===== config.mk =====
export PLATFORM = sky130hd
export DESIGN_NAME = cis_line_capture
export DESIGN_NICKNAME = d
export VERILOG_FILES = /design/src/rtl/cis_line_capture.sv
export SDC_FILE = /design/constraint.sdc
export NUM_CORES = 1
export LEC_CHECK = 0
export CORE_ASPECT_RATIO = 1.2
export CORE_MARGIN = 5
export CORE_UTILIZATION = 50
export DETAILED_ROUTE_END_ITERATION = 10
export GPL_ROUTABILITY_DRIVEN = 0
export PLACE_DENSITY = 0.77
export SLEW_MARGIN = 0
export SYNTH_ARGS = -nofsm -noshare
export SYNTH_HDL_FRONTEND = slang
export SYNTH_SLANG_ARGS = --single-unit

===== constraint.sdc =====
create_clock -name CLK -period 4.28 [get_ports CLK]
set_input_delay 0.856 -clock CLK [delete_from_list [all_inputs] [get_ports CLK]]
set_output_delay 0.856 -clock CLK [all_outputs]
set_load 0.05 [all_outputs]

===== src/rtl/cis_line_capture.sv =====
// CIS line capture: skips the sensor's dummy lead-in samples after each
// line-start pulse, tags every pixel with colour and first-pixel flag,
// and packs pixel pairs into 32-bit words for the downstream pixel FIFO.
// Lines that arrive while the FIFO is almost full are dropped and counted.
// Lines cut short by a new line-start are aborted and counted.
module cis_line_capture #(
    parameter int DUMMY_PIXELS = 89,
    parameter int LINE_PIXELS  = 2592,
    parameter bit ADC_INV_MSB  = 1'b1
) (
    input  logic        CLK,
    input  logic        RST,
    input  logic        ENABLE,
    input  logic        LINE_START,
    input  logic [1:0]  COLOR,
    input  logic [11:0] ADC_DATA,
    input  logic        FIFO_AFULL,
    output logic [31:0] PIXELS,
    output logic        PIXELS_DV,
    output logic        LINE_DONE,
    output logic        BUSY,
    output logic [15:0] DROP_CNT,
    output logic [15:0] ABORT_CNT
);

    // Odd line lengths would leave a dangling half word at the end of every line.
    if ((LINE_PIXELS % 2) != 0) begin : g_odd_line_pixels
        $error("cis_line_capture: LINE_PIXELS must be even");
    end

    localparam int SKIP_W = (DUMMY_PIXELS > 0) ? $clog2(DUMMY_PIXELS + 1) : 1;
    localparam int PIX_W  = 12;

    localparam logic [SKIP_W-1:0] SKIP_LAST = SKIP_W'((DUMMY_PIXELS > 0) ? (DUMMY_PIXELS - 1) : 0);
    localparam logic [SKIP_W-1:0] SKIP_ONE  = SKIP_W'(1);
    localparam logic [PIX_W-1:0]  PIX_LAST  = PIX_W'(LINE_PIXELS - 1);
    localparam logic [11:0]       INV_MASK  = ADC_INV_MSB ? 12'h800 : 12'h000;

    typedef enum logic [1:0] {
        ST_IDLE    = 2'd0,
        ST_SKIP    = 2'd1,
        ST_CAPTURE = 2'd2
    } state_t;

    // With no dummy samples the line goes straight to capture.
    localparam state_t START_STATE = (DUMMY_PIXELS == 0) ? ST_CAPTURE : ST_SKIP;

    // Saturating 16-bit increment for the event counters.
    function automatic logic [15:0] sat_inc16(input logic [15:0] value);
        logic [15:0] result;
        if (value == 16'hFFFF) begin
            result = value;
        end else begin
            result = value + 16'd1;
        end
        return result;
    endfunction

    state_t             state_r;
    state_t             state_nxt_s;
    logic [SKIP_W-1:0]  skip_cnt_r;
    logic [PIX_W-1:0]   pix_cnt_r;
    logic [1:0]         color_r;
    logic [15:0]        even_pix_r;
    logic [31:0]        pixels_r;
    logic               pixels_dv_r;
    logic               line_done_r;
    logic               busy_r;
    logic [15:0]        drop_cnt_r;
    logic [15:0]        abort_cnt_r;

    logic               start_s;
    logic               accept_s;
    logic               drop_s;
    logic               abort_s;
    logic               take_s;
    logic               last_s;
    logic [15:0]        pixel_s;

    // Current sample formatted as a tagged 16-bit pixel.
    always_comb begin
        pixel_s = {color_r, (pix_cnt_r == 12'd0), 1'b0, ADC_DATA ^ INV_MASK};
    end

    // Next-state and per-cycle control decode.
    always_comb begin
        start_s     = LINE_START & ENABLE;
        state_nxt_s = state_r;
        accept_s    = 1'b0;
        drop_s      = 1'b0;
        abort_s     = 1'b0;
        take_s      = 1'b0;
        last_s      = 1'b0;
        if (start_s) begin
            // A line-start always wins; an unfinished line is abandoned.
            abort_s = (state_r != ST_IDLE);
            if (FIFO_AFULL) begin
                drop_s      = 1'b1;
                state_nxt_s = ST_IDLE;
            end else begin
                accept_s    = 1'b1;
                state_nxt_s = START_STATE;
            end
        end else begin
            case (state_r)
                ST_IDLE: begin
                    state_nxt_s = ST_IDLE;
                end
                ST_SKIP: begin
                    if (skip_cnt_r == SKIP_LAST) begin
                        state_nxt_s = ST_CAPTURE;
                    end else begin
                        state_nxt_s = ST_SKIP;
                    end
                end
                ST_CAPTURE: begin
                    take_s = 1'b1;
                    if (pix_cnt_r == PIX_LAST) begin
                        last_s      = 1'b1;
                        state_nxt_s = ST_IDLE;
                    end else begin
                        state_nxt_s = ST_CAPTURE;
                    end
                end
                default: begin
                    state_nxt_s = ST_IDLE;
                end
            endcase
        end
    end

    // FSM state register.
    always_ff @(posedge CLK or posedge RST) begin
        if (RST) begin
            state_r <= ST_IDLE;
        end else begin
            state_r <= state_nxt_s;
        end
    end

    // Line bookkeeping: latched colour, dummy-sample and pixel counters.
    always_ff @(posedge CLK or posedge RST) begin
        if (RST) begin
            color_r    <= 2'd0;
            skip_cnt_r <= '0;
            pix_cnt_r  <= 12'd0;
        end else if (accept_s) begin
            color_r    <= COLOR;
            skip_cnt_r <= '0;
            pix_cnt_r  <= 12'd0;
        end else begin
            if (state_r == ST_SKIP) begin
                skip_cnt_r <= skip_cnt_r + SKIP_ONE;
            end
            if (take_s) begin
                pix_cnt_r <= pix_cnt_r + 12'd1;
            end
        end
    end

    // Pair packing: hold the even pixel, emit the word when the odd one arrives.
    always_ff @(posedge CLK or posedge RST) begin
        if (RST) begin
            even_pix_r  <= 16'd0;
            pixels_r    <= 32'd0;
            pixels_dv_r <= 1'b0;
            line_done_r <= 1'b0;
        end else begin
            pixels_dv_r <= 1'b0;
            line_done_r <= 1'b0;
            if (take_s) begin
                if (pix_cnt_r[0] == 1'b0) begin
                    even_pix_r <= pixel_s;
                end else begin
                    pixels_r    <= {even_pix_r, pixel_s};
                    pixels_dv_r <= 1'b1;
                    line_done_r <= last_s;
                end
            end
        end
    end

    // Status: busy flag and saturating drop/abort counters.
    always_ff @(posedge CLK or posedge RST) begin
        if (RST) begin
            busy_r      <= 1'b0;
            drop_cnt_r  <= 16'd0;
            abort_cnt_r <= 16'd0;
        end else begin
            busy_r <= (state_nxt_s != ST_IDLE);
            if (drop_s) begin
                drop_cnt_r <= sat_inc16(drop_cnt_r);
            end
            if (abort_s) begin
                abort_cnt_r <= sat_inc16(abort_cnt_r);
            end
        end
    end

    assign PIXELS    = pixels_r;
    assign PIXELS_DV = pixels_dv_r;
    assign LINE_DONE = line_done_r;
    assign BUSY      = busy_r;
    assign DROP_CNT  = drop_cnt_r;
    assign ABORT_CNT = abort_cnt_r;

endmodule

==> tab_implementation.tex <==
\begin{tabular}{lr}
\hline
Metric & Value \\
\hline
\multicolumn{2}{l}{\textbf{Critical path}} \\
\quad Worst Setup Path Type & flop to output port \\
\quad CP peak stage delay & 850 ps \\
\quad CP arrival & 1710 ps \\
\quad Crit. Startpoint & DROP\_CNT[4] \\
\quad Maximum net fanout on the critical path & 6 \\
\quad Launch point of the worst reg-to-reg path & state\_r[0] \\
\quad R2r endpoint & even\_pix\_r[3] \\
\quad Worst path slowest cell & sky130\_fd\_sc\_hd\_\_clkdlybuf4s50\_1 \\
\quad CP bufs+invs & 1 \\
\quad Required arrival time at the worst endpoint & 3420 ps \\
\quad Crit-path cells & clkdlybuf4s50\_1 \\
\quad Top cell family by delay on the critical path & buffers and inverters \\
\quad Capturing element type of the critical path & output port \\
\quad CP startpoint kind & flop \\
\quad Reg-to-reg setup timing slack & 2070 ps \\
\quad Critical path destination & DROP\_CNT[4] \\
\quad Logic depth of the worst setup path including buffers & 1 \\
\quad Reg2Reg Depth & 6 \\
\multicolumn{2}{l}{\textbf{Route}} \\
\quad Number of vias per cell & 5.315 \\
\quad Total number of vias & 3141 \\
\quad Post-detailed-route DRC marker count & 0 \\
\quad Antenna-violating nets left & 0 \\
\quad Routed WL & 8.769 mm \\
\quad Pre-antenna DRT Iters & 4 \\
\quad Violation count after the first detailed-route iteration & 198 \\
\quad WL/cell & 14.84 um \\
\multicolumn{2}{l}{\textbf{Place}} \\
\quad Count of input and output buffers & 83 \\
\quad Pre-CTS setup slack & 1362 ps \\
\quad Inst Count DP & 575 \\
\quad Final HPWL DP & 6.290 mm \\
\multicolumn{2}{l}{\textbf{Clocking}} \\
\quad Number of buffers inserted during clock tree synthesis & 9 \\
\quad Clock tree from TritonCTS & built \\
\quad H-tree Lvls & 3 \\
\quad Clock sink total & 103 \\
\quad Post-CTS sizing & 0 \\
\quad CTS hold repair buffers & 0 \\
\quad Clock transition time at the flip-flop clock pins of the worst setup and hold paths & 100 ps \\
\quad Clk Tree Root Cell & sky130\_fd\_sc\_hd\_\_clkbuf\_8 \\
\quad Buffer count from post-CTS setup fixing & 0 \\
\quad Maximum clock insertion buffer count & 2 \\
\quad Clock latency at the later pin of the worst-skew pair & 370 ps \\
\multicolumn{2}{l}{\textbf{Floorplan}} \\
\quad Die ar. & 11180 um\^{}2 \\
\quad Die width & 97.37 um \\
\quad Initial Util & 50.96\% \\
\quad Die Span Y & 114.8 um \\
\quad Core area & 8986 um\^{}2 \\
\quad Number of rows in the core area & 38 \\
\quad Boundary pin count & 86 \\
\multicolumn{2}{l}{\textbf{GRT}} \\
\quad Global-route wire length before repair & 14.88 mm \\
\quad Vias in the first global route & 3116 \\
\quad Leftover overflow at the end of global routing & 0 \\
\quad Initial antenna violation count & 0 \\
\quad GRT Resource Usage Total & 16.34\% \\
\quad Largest net degree at the start of global routing & 66 \\
\multicolumn{2}{l}{\textbf{Finish}} \\
\quad Register area & 2577 um\^{}2 \\
\quad Final instance count without filler cells & 591 \\
\quad Filler instances & 684 \\
\quad Antenna Diode Count & 0 \\
\quad Post-layout nets & 494 \\
\quad Area added between synthesis and finish & 25.93\% \\
\quad Layout cells sized above 1 & 16.77\% \\
\quad Footprint of the multi-input gates & 1906 um\^{}2 \\
\multicolumn{2}{l}{\textbf{Timing}} \\
\quad Max\_slew headroom & 46.70\% \\
\quad Setup\_tns & 0 ps \\
\quad Slew at the pin with the worst max-slew slack & 799.4 ps \\
\quad Number of endpoints with negative hold slack in the final report & 0 \\
\quad Clock skew after layout & 16.12 ps \\
\quad Final setup violation count & 0 \\
\quad RSZ-0062 raised after global routing & false \\
\quad Peak Freq & 389.4 MHz \\
\quad Final Hold Slack & 488.6 ps \\
\quad Final number of max-transition violations & 0 \\
\quad Crit path time final & 2568 ps \\
\quad Final Cycle Share & 60.00\% \\
\quad Smallest setup slack after layout & 1712 ps \\
\multicolumn{2}{l}{\textbf{Logic synthesis}} \\
\quad Part of the Yosys area used for sequential elements & 56.28\% \\
\quad Combined area of all synthesized cells & 4579 um\^{}2 \\
\quad Synth unique cells & 50 \\
\quad EDFF count, synth & 0 \\
\quad Leading cell types by count after synthesis & sky130\_fd\_sc\_hd\_\_dfrtp\_1 (103), sky130\_fd\_sc\_hd\_\_mux2\_2 (50), sky130\_fd\_sc\_hd\_\_xor2\_1 (26) \\
\quad Area share of the largest cell type after synthesis & 56.28\% \\
\quad Synthesized area per cell & 12.11 um\^{}2 \\
\quad Leading cell type by number of instances after synthesis & sky130\_fd\_sc\_hd\_\_dfrtp\_1 \\
\quad Syn. warnings & 0 \\
\quad FFs w/ async S/R, synth & 100.0\% \\
\quad Flops \& latches, synth & 103 \\
\quad Top post-synthesis cells by area & sky130\_fd\_sc\_hd\_\_dfrtp\_1 (56\%), sky130\_fd\_sc\_hd\_\_mux2\_2 (12\%), sky130\_fd\_sc\_hd\_\_xor2\_1 (5.0\%), sky130\_fd\_sc\_hd\_\_ha\_1 (2.5\%), sky130\_fd\_sc\_hd\_\_nand2\_1 (1.9\%) \\
\quad Library cell occupying the most area in the post-synthesis netlist & sky130\_fd\_sc\_hd\_\_dfrtp\_1 \\
\quad Main synth FF type & sky130\_fd\_sc\_hd\_\_dfrtp\_1 \\
\quad Cells after synthesis & 378 \\
\multicolumn{2}{l}{\textbf{Power}} \\
\quad Worst vdd ir & 0.2390 mV \\
\quad Post-layout total power & 2205 uW \\
\quad Power density relative to cell area & 382.3 nW/um\^{}2 \\
\quad Leakage power & 0.002698 uW \\
\multicolumn{2}{l}{\textbf{Hold path}} \\
\quad Number of stages on the worst hold path & 2 \\
\quad Worst hold path class & flop to flop \\
\multicolumn{2}{l}{\textbf{Status}} \\
\quad Result of the run & finished clean \\
\multicolumn{2}{l}{\textbf{Job}} \\
\quad Number of violations of the max-capacitance limit & 0 \\
\hline
\end{tabular}
-- power by group --
part           switching (uW)  leakage [uW]  internal [uW]
clock network             354      0.000103            281
registers                81.2       0.00140           1040
logic                     283       0.00120            163
total                     718       0.00270           1490
-- flip-flops by register name (all words and copies together), names as in the netlist --
signal and cells:
BUSY 1, ABORT_CNT 16, state_r 2, even_pix_r 15, LINE_DONE 1, pix_cnt_r 12
PIXELS_DV 1, skip_cnt_r 7, PIXELS 30, color_r 2, DROP_CNT 16
-- metal layers --
layer / global-route usage [%] / share of wire (%) / vias to the layer above
met1: 20.00 / 44 / 1540
li1: - / - / 1518
met4: 6.741 / 1.9 / 0
met2: 27.66 / 49 / 71
met5: 0 / 0 / -
met3: 4.369 / 5.2 / 12
-- worst min-delay path by stage --
stage | start | endpoint
2_1_floorplan | even_pix_r[15] | PIXELS[31]
3_3_place_gp | PIXELS[11] | PIXELS[11]
3_5_place_dp | PIXELS[11] | PIXELS[11]
4_1_cts | PIXELS[11] | PIXELS[11]
5_1_grt | ABORT_CNT[6] | ABORT_CNT[6]
6_report | PIXELS[11] | PIXELS[11]
-- cell type report --
class                           count  area share (%)
Multi-Input combinational cell    253           33.04
Clock inverter                      7           1.540
Inverter                           12          0.8245
Tap cell                          120           2.604
Timing Repair Buffer               87           15.14
Clock buffer                        9           2.148
Sequential cell                   103           44.70
-- cells in the final DEF, fill, tap and decap left out, types with 3 or more instances in the layout --
cell | Yosys | layout
sky130_fd_sc_hd__ha_1 | 9 | 9
sky130_fd_sc_hd__nand2_1 | 23 | 23
sky130_fd_sc_hd__clkbuf_8 | 0 | 9
sky130_fd_sc_hd__nand4_1 | 12 | 12
sky130_fd_sc_hd__dfrtp_1 | 103 | 103
sky130_fd_sc_hd__o21ai_0 | 8 | 8
sky130_fd_sc_hd__mux2_2 | 50 | 50
sky130_fd_sc_hd__and2_1 | 4 | 4
sky130_fd_sc_hd__nor4_1 | 7 | 7
sky130_fd_sc_hd__nor3_1 | 5 | 5
sky130_fd_sc_hd__xnor2_1 | 7 | 7
sky130_fd_sc_hd__and3_1 | 6 | 6
sky130_fd_sc_hd__or3_1 | 5 | 5
sky130_fd_sc_hd__nor2_1 | 21 | 21
sky130_fd_sc_hd__a21oi_1 | 14 | 14
sky130_fd_sc_hd__nand3_1 | 16 | 16
sky130_fd_sc_hd__and4_1 | 3 | 3
sky130_fd_sc_hd__xor2_1 | 26 | 26
sky130_fd_sc_hd__buf_4 | 2 | 3
sky130_fd_sc_hd__clkdlybuf4s50_1 | 0 | 83
sky130_fd_sc_hd__a211oi_1 | 7 | 7
sky130_fd_sc_hd__inv_1 | 12 | 11
-- metrics by stage --
stage          cell area, um^2  utilization [%]
2_1_floorplan             4583                -
3_3_place_gp              5554            61.81
3_5_place_dp              5554            61.81
4_1_cts                   5767            64.17
5_1_grt                   5767            64.17
6_report                  5767            64.17
-- cell families after synthesis --
logic type	count (synthesis)	synth area share (%)
and+or+nand+nor	116	14.24
DFF	103	56.28
muxes	51	12.51
AOI/OAI and AO/OA	42	5.929
xor gates and xnor gates	33	6.312
buffers and inverters	23	2.185
adders and majority gates	9	2.459
other	1	0.08189
Note: power is estimated with default switching activity, not from simulation.
